$ cat src/rtl/serial_add_sub_pkg.sv
// Shared definitions for the bit-serial add/subtract engine.
//   state_e   : FSM encoding (IDLE/RUN/FIN), also driven out on dbg_state
//   OP_ADD/OP_SUB : SEL encodings, identical to the combinational add/sub block
//   half_add / half_sub : the half-adder and half-subtractor cells that the
//                         1-bit full add/sub slice is composed from
package serial_add_sub_pkg;

  typedef enum logic [1:0] {
    IDLE = 2'd0,
    RUN  = 2'd1,
    FIN  = 2'd2
  } state_e;

  localparam logic OP_ADD = 1'b1;
  localparam logic OP_SUB = 1'b0;

  // s: sum/difference bit, c: carry/borrow bit
  typedef struct packed {
    logic s;
    logic c;
  } half_t;

  function automatic half_t half_add(input logic a, input logic b);
    half_t r;
    r.s = a ^ b;
    r.c = a & b;
    return r;
  endfunction

  function automatic half_t half_sub(input logic a, input logic b);
    half_t r;
    r.s = a ^ b;
    r.c = ~a & b;
    return r;
  endfunction

endpackage

$ cat src/rtl/serial_add_sub_full_add_sub.sv
// Combinational 1-bit full adder / full subtractor.
//   a, b  : operand bits (a is the minuend when subtracting)
//   cin   : incoming carry (add) or borrow (subtract)
//   mode  : OP_ADD = a+b+cin, OP_SUB = a-b-cin
//   s     : sum or difference bit
//   cout  : carry-out or borrow-out
// Built as two cascaded half cells; the sum/difference bit is the same XOR
// chain in both modes, only the carry/borrow combine differs.
module full_add_sub
  import serial_add_sub_pkg::*;
(
  input  logic a,
  input  logic b,
  input  logic cin,
  input  logic mode,
  output logic s,
  output logic cout
);

  half_t ha1, ha2, hs1, hs2;

  always_comb begin
    ha1  = half_add(a, b);
    ha2  = half_add(ha1.s, cin);
    hs1  = half_sub(a, b);
    hs2  = half_sub(hs1.s, cin);
    s    = ha2.s;
    cout = 1'b0;
    if (mode == OP_ADD) cout = ha1.c | ha2.c;
    else                cout = hs1.c | hs2.c;
  end

endmodule

$ cat src/rtl/serial_add_sub.sv
// Bit-serial add/subtract engine: latches A/B/SEL on START, processes one bit
// per clock LSB first through a single full add/sub slice, then presents the
// parallel RESULT and CARRY (carry-out for add, borrow-out for subtract).
//   CLK, RST_N : clock, asynchronous active-low reset
//   START      : request, accepted whenever not BUSY (IDLE or FIN)
//   SEL        : 1 = A+B, 0 = A-B, captured with START
//   A, B       : operands, captured with START
//   BUSY       : high while bits are being processed
//   DONE       : one-cycle pulse, RESULT/CARRY valid from this cycle on
//   RESULT     : sum/difference mod 2^WIDTH, held until the next completion
//   CARRY      : carry-out / borrow-out, held with RESULT
//   dbg_state  : current FSM state for observation
//
// Handshake: START is sampled on every rising edge where BUSY=0; a sample of
// START=1 is an acceptance (no ready signal, BUSY low is the ready). The FIN
// cycle counts as not busy, so a START held high there is accepted directly
// into RUN. START while BUSY is dropped, never queued.
module serial_add_sub
  import serial_add_sub_pkg::*;
#(
  parameter int WIDTH = 8
) (
  input  logic             CLK,
  input  logic             RST_N,
  input  logic             START,
  input  logic             SEL,
  input  logic [WIDTH-1:0] A,
  input  logic [WIDTH-1:0] B,
  output logic             BUSY,
  output logic             DONE,
  output logic [WIDTH-1:0] RESULT,
  output logic             CARRY,
  output logic [1:0]       dbg_state
);

  localparam int CW = $clog2(WIDTH);
  localparam logic [CW-1:0] LAST = CW'(WIDTH - 1);

  state_e           state_q, state_d;
  logic [CW-1:0]    cnt_q;
  logic [WIDTH-1:0] a_q, b_q, acc_q, res_q;
  logic             sel_q, cy_q, carry_q;
  logic             slice_s, slice_c;
  logic             accept, last_bit;

  assign accept   = START && (state_q != RUN);
  assign last_bit = (state_q == RUN) && (cnt_q == LAST);

  full_add_sub u_slice (
    .a    (a_q[0]),
    .b    (b_q[0]),
    .cin  (cy_q),
    .mode (sel_q),
    .s    (slice_s),
    .cout (slice_c)
  );

  // State register
  always_ff @(posedge CLK or negedge RST_N) begin
    if (!RST_N) state_q <= IDLE;
    else        state_q <= state_d;
  end

  // Next-state logic
  always_comb begin
    state_d = state_q;
    case (state_q)
      IDLE:    if (START) state_d = RUN;
      RUN:     if (last_bit) state_d = FIN;
      FIN:     state_d = START ? RUN : IDLE;
      default: state_d = IDLE;
    endcase
  end

  // Datapath: operand shifters, working accumulator, counter and the
  // separate output register that only updates when the last bit lands.
  always_ff @(posedge CLK or negedge RST_N) begin
    if (!RST_N) begin
      cnt_q   <= '0;
      a_q     <= '0;
      b_q     <= '0;
      acc_q   <= '0;
      res_q   <= '0;
      sel_q   <= 1'b0;
      cy_q    <= 1'b0;
      carry_q <= 1'b0;
    end else if (accept) begin
      a_q   <= A;
      b_q   <= B;
      sel_q <= SEL;
      acc_q <= '0;
      cy_q  <= 1'b0;
      cnt_q <= '0;
    end else if (state_q == RUN) begin
      a_q   <= a_q >> 1;
      b_q   <= b_q >> 1;
      acc_q <= {slice_s, acc_q[WIDTH-1:1]};
      cy_q  <= slice_c;
      // explicit wrap so non-power-of-two widths also return to 0
      cnt_q <= last_bit ? '0 : cnt_q + 1'b1;
      if (last_bit) begin
        res_q   <= {slice_s, acc_q[WIDTH-1:1]};
        carry_q <= slice_c;
      end
    end
  end

  // Outputs
  always_comb begin
    BUSY      = (state_q == RUN);
    DONE      = (state_q == FIN);
    RESULT    = res_q;
    CARRY     = carry_q;
    dbg_state = state_q;
  end

endmodule
$ cat config.mk
export PLATFORM = sky130hd
export DESIGN_NAME = serial_add_sub
export DESIGN_NICKNAME = d
export VERILOG_FILES = /design/src/rtl/serial_add_sub_pkg.sv /design/src/rtl/serial_add_sub_full_add_sub.sv /design/src/rtl/serial_add_sub.sv
export SDC_FILE = /design/constraint.sdc
export NUM_CORES = 1
export LEC_CHECK = 0
export ABC_AREA = 1
export BUFFER_PORTS_ARGS = -buffer_cell sky130_fd_sc_hd__buf_2
export CAP_MARGIN = 10
export CORE_MARGIN = 2
export CORE_UTILIZATION = 54
export DETAILED_ROUTE_END_ITERATION = 16
export HOLD_SLACK_MARGIN = 0.02
export PLACE_DENSITY_LB_ADDON = 0.25
export SKIP_CTS_REPAIR_TIMING = 1
export SLEW_MARGIN = 15
export SYNTH_ARGS = -nofsm -noshare
export SYNTH_HDL_FRONTEND = slang
export SYNTH_SLANG_ARGS = --single-unit
$ cat constraint.sdc
create_clock -name CLK -period 1.6 [get_ports CLK]
set_input_delay 0.32 -clock CLK [delete_from_list [all_inputs] [get_ports CLK]]
set_output_delay 0.32 -clock CLK [all_outputs]
set_load 0.005 [all_outputs]
==> results by group, run 1 <==
Run status
  – Status: complete, but fails checks
  – Failing checks: hold timing

Pwr
  – Worst VDD drop: 1.057 mV
  – Switching part of the total: a little under two fifths
  – Reg power frac: a little under half
  – PD cells: approximately 1800 nW/um^2
  – Logic pwr share: 35.9%
  – Clock network power share: between 10% and 20%
  – Leakage: 1.096 nW
  – Post-route total power: 3.689 mW
  – Switching power: ~1.4 mW
  – Pint: ~2.3 mW

Global route
  – Gr ovfl total: 0
  – Largest net degree at the start of global routing: 40
  – Number of global-route vias before repair: 1371
  – Gr usage total: 22.21%
  – Initial antenna violation count: 0
  – First-pass GRT wire length: between 6000 and 7000 um

Setup path
  – CP Max Fanout: 5
  – CP endpoint kind: output pin
  – WP data arrival: approximately 1.2 ns
  – Critical path class: reg -> out
  – Startpoint type of the worst setup path: flop
  – R2R Setup Slk: between 0.2 and 0.25 ns
  – Critical Path RT: approximately 1.3 ns

Drt
  – Post-route ant nets: 0
  – Routed WL: ~3500 um
  – First-pass DRT Iterations: 4
  – Routed vias: roughly 1400
  – Vias/cell: 5.167
  – DRT iter0 DRCs: 54
  – Wire per inst: 12.72 um
  – DRC: 0

Timing
  – Hold Vio Cnt, Final: 17
  – RSZ-0062 raised after global routing: no
  – Setup Skew: around 0.0073 ns
  – Fin. max-slew vios: 0
  – Crit path time final: roughly 1.5 ns
  – Fin Setup TNS: 0 ns
  – Final period utilization: roughly 93%
  – Hold Slack: -0.01049 ns
  – Slew HR: 68.26%
  – Setup violations, final: 0
  – Worst Max-Slew Pin Slew: between 0.4 and 0.5 ns
  – Fmax: about 0.68 GHz

Synthesis
  – Leading area contributor after synthesis: dfrtp_1
  – Mapped Area: ~1800 um^2
  – Sequential area share after synthesis: 55.36%
  – Post-synth EDFFs: 0
  – Mapped Cells: just under 200
  – Top post-synthesis cells by area: dfrtp_1 (55%), nand3_1 (16%), nand2_1 (15%), fa_1 (2.3%), buf_6 (1.9%)
  – Leading cell types by count after synthesis: nand2_1 (69), nand3_1 (58), dfrtp_1 (39)
  – Yosys top cell area share: a little under three fifths
  – Synth Register Bits: 39
  – Net Count, Synth: 220
  – Most numerous cell in the Yosys netlist: nand2_1
  – Syn_area_per_cell: 8.995 um^2
  – Top_reg_cell synth: dfrtp_1
  – Yosys warning count: 0
  – Distinct cells, synth: 16
  – Post-synth ARST share: 100.0%

Floorplan
  – Die footprint: 3737 um^2
  – Initial Utilization: a little under three fifths
  – Core Footprint: approximately 3100 um^2
  – Die H: around 61 um
  – Rows: 20
  – I/O pin total: 33
  – Chip width: 61.14 um

Clocking
  – H-tree Lvls: 2
  – Clock slew at reported path FFs: around 0.12 ns
  – CTS buffer count: 5
  – TritonCTS sink count: 39
  – Clk buf depth: 2
  – Clock Root Buffer: clkbuf_4
  – Worst skew pair latency: approximately 0.36 ns
  – CTS tree: yes

Place
  – Hpwl dp: roughly 2300 um
  – RePlAce Congestion: between 0.7 and 0.8
  – I/O Buffers: 32

Final layout
  – Post-layout nets: roughly 250
  – Fraction of layout instances using a drive strength above 1: a little under a quarter
  – # fillers: 270
  – Synth-to-layout area growth: 15.61%
  – # diodes: 0

Min path
  – Worst Hold Class: in -> async

Job
  – Max-cap viol count: 0
-- layer usage --
layer,global-route usage (%),vias up,part of all wire [%]
met2,38.15,36,50
met1,26.90,676,44
met5,0,-,0
met4,8.385,0,1.7
li1,-,702,-
met3,5.672,7,4.7
-- cell type report --
class,instances,area [um^2],area share [%]
clock buffers,6,51.30,2.517
inverters,7,26.28,1.289
well taps,44,55.05,2.701
clock inverters,2,35.03,1.719
multi-input cells,139,676.9,33.21
flip-flops and latches,39,975.9,47.88
repair buffers,38,217.7,10.68
-- worst paths after layout --
check,from,endpoint,cells past startpoint
min reg2reg,RESULT[0]$_DFFE_PN0P_,RESULT[0]$_DFFE_PN0P_,2
max reg2reg,b_q[0]$_DFFE_PN0P_,CARRY$_DFFE_PN0P_,5
min in group CLK,B[5],b_q[5]$_DFFE_PN0P_,3
max,dbg_state[0]$_DFFE_PN0P_,BUSY,3
max in group asynchronous,RST_N,dbg_state[0]$_DFFE_PN0P_,2
min,RST_N,RESULT[3]$_DFFE_PN0P_,2
-- per-stage QoR --
| stage | area, um^2 | setup slack [ns] | hold slack (ns) | std cells | util (%) |
|---|---|---|---|---|---|
| 2_1_floorplan | 1763 | 0.3882 | 0.02441 | 196 | - |
| 3_3_place_gp | 1937 | 0.3041 | 0.3892 | 265 | 62.93 |
| 3_5_place_dp | 1937 | 0.2475 | 0.3994 | 265 | 62.93 |
| 4_1_cts | 2023 | -0.08233 | 0.009655 | 273 | 65.73 |
| 5_1_grt | 2038 | 0.06012 | 0.03473 | 275 | 66.22 |
| 6_report | 2038 | 0.1186 | -0.01049 | 275 | 66.22 |
-- logic make-up after synthesis --
| logic type | Yosys count | synth area share (%) |
|---|---|---|
| and+or+nand+nor | 133 | 34.07 |
| AOI/OAI and AO/OA | 2 | 0.6387 |
| DFF | 39 | 55.36 |
| buffers and inverters | 18 | 6.246 |
| adders and majority gates | 4 | 3.690 |
-- power by group through the flow --
stage                     Clock (mW)  Combinational, mW  Sequential, mW
after floorplan                    0              0.960            1.64
after global placement             0               1.23            1.66
after detailed placement           0               1.29            1.69
after CTS                      0.710               1.30            1.67
after global routing           0.753               1.52            1.72
final                          0.698               1.33            1.67
-- state kept, by name, indices dropped and copies added (netlist names) --
| name | cells |
|---|---|
| RESULT | 8 |
| cnt_q | 3 |
| b_q | 8 |
| a_q | 8 |
| acc_q | 7 |
| sel_q | 1 |
| CARRY | 1 |
| dbg_state | 2 |
| cy_q | 1 |
-- layout by cell type (no fill, tap or decap), drive strengths merged --
master	synthesis	final
inv	7	7
nand3	58	58
nand2	71	71
clkinv	0	1
clkbuf	0	6
bufinv	0	1
ha	2	2
fa	2	2
dfrtp	39	39
buf	11	38
nor2	4	4
o21ai	1	1
o22ai	1	1
-- worst max-delay path, cell delays in order (launching register included) --
cell     delay [ns]
dfrtp_1        0.44
inv_1          0.09
nor2_4         0.15
buf_2          0.13
Power figures use the tool's default switching activity.
==> run 2, diff against run 1 <==
clock period = 1.45 ns   (was 1.6 ns; I/O delays follow)
==> run 2 against run 1 <==
Compared with the run above:
- sequential share of layout area is 0.12 points lower
- core utilization rose by 0.16 points
- critical path depth shrank 1
- sequential power up 9%
- cell area grew 0.25%
- global-route usage shrank 1.2 points
- register-to-register slack worse by 0.07 ns
- worst hold slack improved by 0.19 ns
- clock-buffer cell count up 2
- final cell count is 0.36% higher
- the run now ends clean
==> results by group, run 2 (synthesis gave the netlist of run 1 again) <==
Timing
  – Fin Setup TNS: 0 ns (unchanged)
  – Setup Skew: 0.004574 ns (-0.002744 ns)
  – Fin. max-slew vios: 0 (unchanged)
  – Crit path time final: ~1.4 ns
  – Setup violations, final: 0 (unchanged)
  – Final period utilization: 95.28%
  – Worst Max-Slew Pin Slew: 0.4423 ns (-0.03383 ns)
  – Hold Vio Cnt, Final: 0 (-17)
  – Final WS setup: 0.06838 ns (-0.05023 ns)
  – Slew HR: 70.47% (+2.2 points)
  – RSZ-0062 raised after global routing: no
  – Fmax: roughly 0.72 GHz

Clocking
  – Clock Root Buffer: clkbuf_4
  – Worst skew pair latency: 0.34 ns (-0.02 ns)
  – TritonCTS sink count: 39 (unchanged)
  – H-tree Lvls: 2 (unchanged)
  – CTS tree: yes
  – Clock slew at reported path FFs: 0.11 ns (about the same)
  – CTS buffer count: 5 (unchanged)
  – Clk buf depth: 2 (unchanged)

Floorplan
  – Die footprint: 3737 um^2 (unchanged)
  – I/O pin total: 33 (unchanged)
  – Rows: 20 (unchanged)
  – Die H: 61.14 um (unchanged)
  – Core Footprint: 3078 um^2 (unchanged)
  – Chip width: 61.14 um (unchanged)
  – Initial Utilization: 57.28% (unchanged)

Pwr
  – Clock network power share: 16.0% (-2.9 points)
  – Switching part of the total: 37.71% (+0.40 points)
  – Switching power: 1.477 mW (+7.3%)
  – Pint: 2.439 mW (+5.5%)
  – Logic pwr share: 37.5% (+1.6 points)
  – Worst VDD drop: 0.8229 mV (-22%)
  – PD cells: 1917 nW/um^2 (+5.9%)
  – Leakage: 1.095 nW (about the same)
  – Reg power frac: 46.5% (+1.4 points)

Drt
  – Vias/cell: 5.098 (-1.3%)
  – DRT iter0 DRCs: 61 (+13%)
  – Routed WL: 3365 um (-3.8%)
  – First-pass DRT Iterations: 4 (unchanged)
  – Routed vias: 1407 (-0.99%)
  – Post-route ant nets: 0 (unchanged)
  – Wire per inst: 12.19 um (-4.2%)
  – DRC: 0 (unchanged)

Setup path
  – R2R Setup Slk: 0.14 ns (-0.07 ns)
  – Worst flop-to-flop path endpoint: RESULT[1]$_DFFE_PN0P_
  – WP data arrival: 1.09 ns (-0.07 ns)
  – CP Max Fanout: 4 (-1)
  – CP endpoint kind: output pin
  – Critical Path RT: 1.16 ns (-0.12 ns)
  – R2r startpoint: cnt_q[0]$_DFFE_PN0P_
  – Startpoint type of the worst setup path: flop
  – Worst reg-to-reg path cell count: 6 (+1)
  – Critical path class: reg -> out

Global route
  – Initial antenna violation count: 0 (unchanged)
  – Largest net degree at the start of global routing: 49 (+23%)
  – Gr ovfl total: 0 (unchanged)
  – Number of global-route vias before repair: 1345 (-1.9%)
  – Gr usage total: 21.06% (-1.2 points)
  – First-pass GRT wire length: 5796 um (-3.5%)

Min path
  – Hold Path Stages: 3
  – Worst Hold Class: in -> reg
  – HP Start: A[7]
  – Hold endpoint: a_q[7]$_DFFE_PN0P_

Place
  – Dpl ws: 0.1404 ns (-0.1070 ns)
  – RePlAce Congestion: 0.7208 (-2.6%)
  – I/O Buffers: 32 (unchanged)
  – Hpwl dp: 2266 um (-3.5%)

Final layout
  – Most frequent cells in the layout: nand2_1 (69), nand3_1 (58), dfrtp_1 (39), buf_2 (32)
  – Fraction of layout instances using a drive strength above 1: 21.98% (-0.53 points)
  – Final core utilization: 66.38% (+0.16 points)
  – # diodes: 0 (unchanged)
  – Most common cell after layout, fill and taps aside: nand2_1
  – Post-layout nets: 255 (+0.39%)
  – Synth-to-layout area growth: 15.90%

Job
  – Max-cap viol count: 0 (unchanged)

Run status
  – Status: completed
run 2: cell count changes in the layout (fill, tap and decap cells not counted):
cell           delta
clkbuf_1          +1
dlygate4sd3_1     +1
o21ai_0           -1
clkbuf_8          +1
o21ai_1           +1
clkinv_2          -1
buf_12            +1
buf_4             -1
bufinv_16         -1
run 2: area by class of cell:
class                           count  area [um^2]
Clock buffer                        8        68.82
Timing Repair Buffer               39        240.2
Inverter                            7        26.28
Sequential cell                    39        975.9
Tap cell                           44        55.05
Fill cell                         276         1035
Multi-Input combinational cell    139        676.9
run 2: worst max-delay path: stages (launching register included):
cell	delay, ns
dfrtp_1	0.45
nor2_4	0.16
buf_2	0.14
run 2: through the flow:
stage / instances / instance area (um^2) / power [mW] / hold slack, ns
after floorplan: 196 / 1763 / 2.869 / -0.005591
after global placement: 265 / 1949 / 3.190 / 0.2317
after detailed placement: 265 / 1949 / 3.275 / 0.2402
after CTS: 273 / 2018 / 3.900 / -0.1343
after global routing: 276 / 2043 / 4.271 / 0.1641
final: 276 / 2043 / 3.916 / 0.1788
run 2: metal layers:
metal	track usage [%]	up-vias	routed length, um
met5	0	-	0
met4	8.385	0	46
met3	5.882	5	160
met2	34.19	39	1707
met1	26.70	659	1451
li1	-	704	-
run 2: worst max-delay path by stage:
stage,startpoint,end,slack (ns),cells after the start
2_1_floorplan,b_q[0]$_DFFE_PN0P_,CARRY$_DFFE_PN0P_,0.24,5
3_3_place_gp,b_q[0]$_DFFE_PN0P_,CARRY$_DFFE_PN0P_,0.19,5
3_5_place_dp,b_q[0]$_DFFE_PN0P_,CARRY$_DFFE_PN0P_,0.14,5
4_1_cts,dbg_state[0]$_DFFE_PN0P_,BUSY,-0.14,3
5_1_grt,dbg_state[1]$_DFFE_PN0P_,BUSY,0.007,2
6_report,dbg_state[1]$_DFFE_PN0P_,BUSY,0.07,2
run 2: power by group through the flow:
stage	sequential, mW	clock [mW]	combinational [mW]
after floorplan	1.81	0	1.06
after global placement	1.83	0	1.36
after detailed placement	1.86	0	1.42
after CTS	1.84	0.636	1.43
after global routing	1.89	0.692	1.69
final	1.82	0.625	1.47
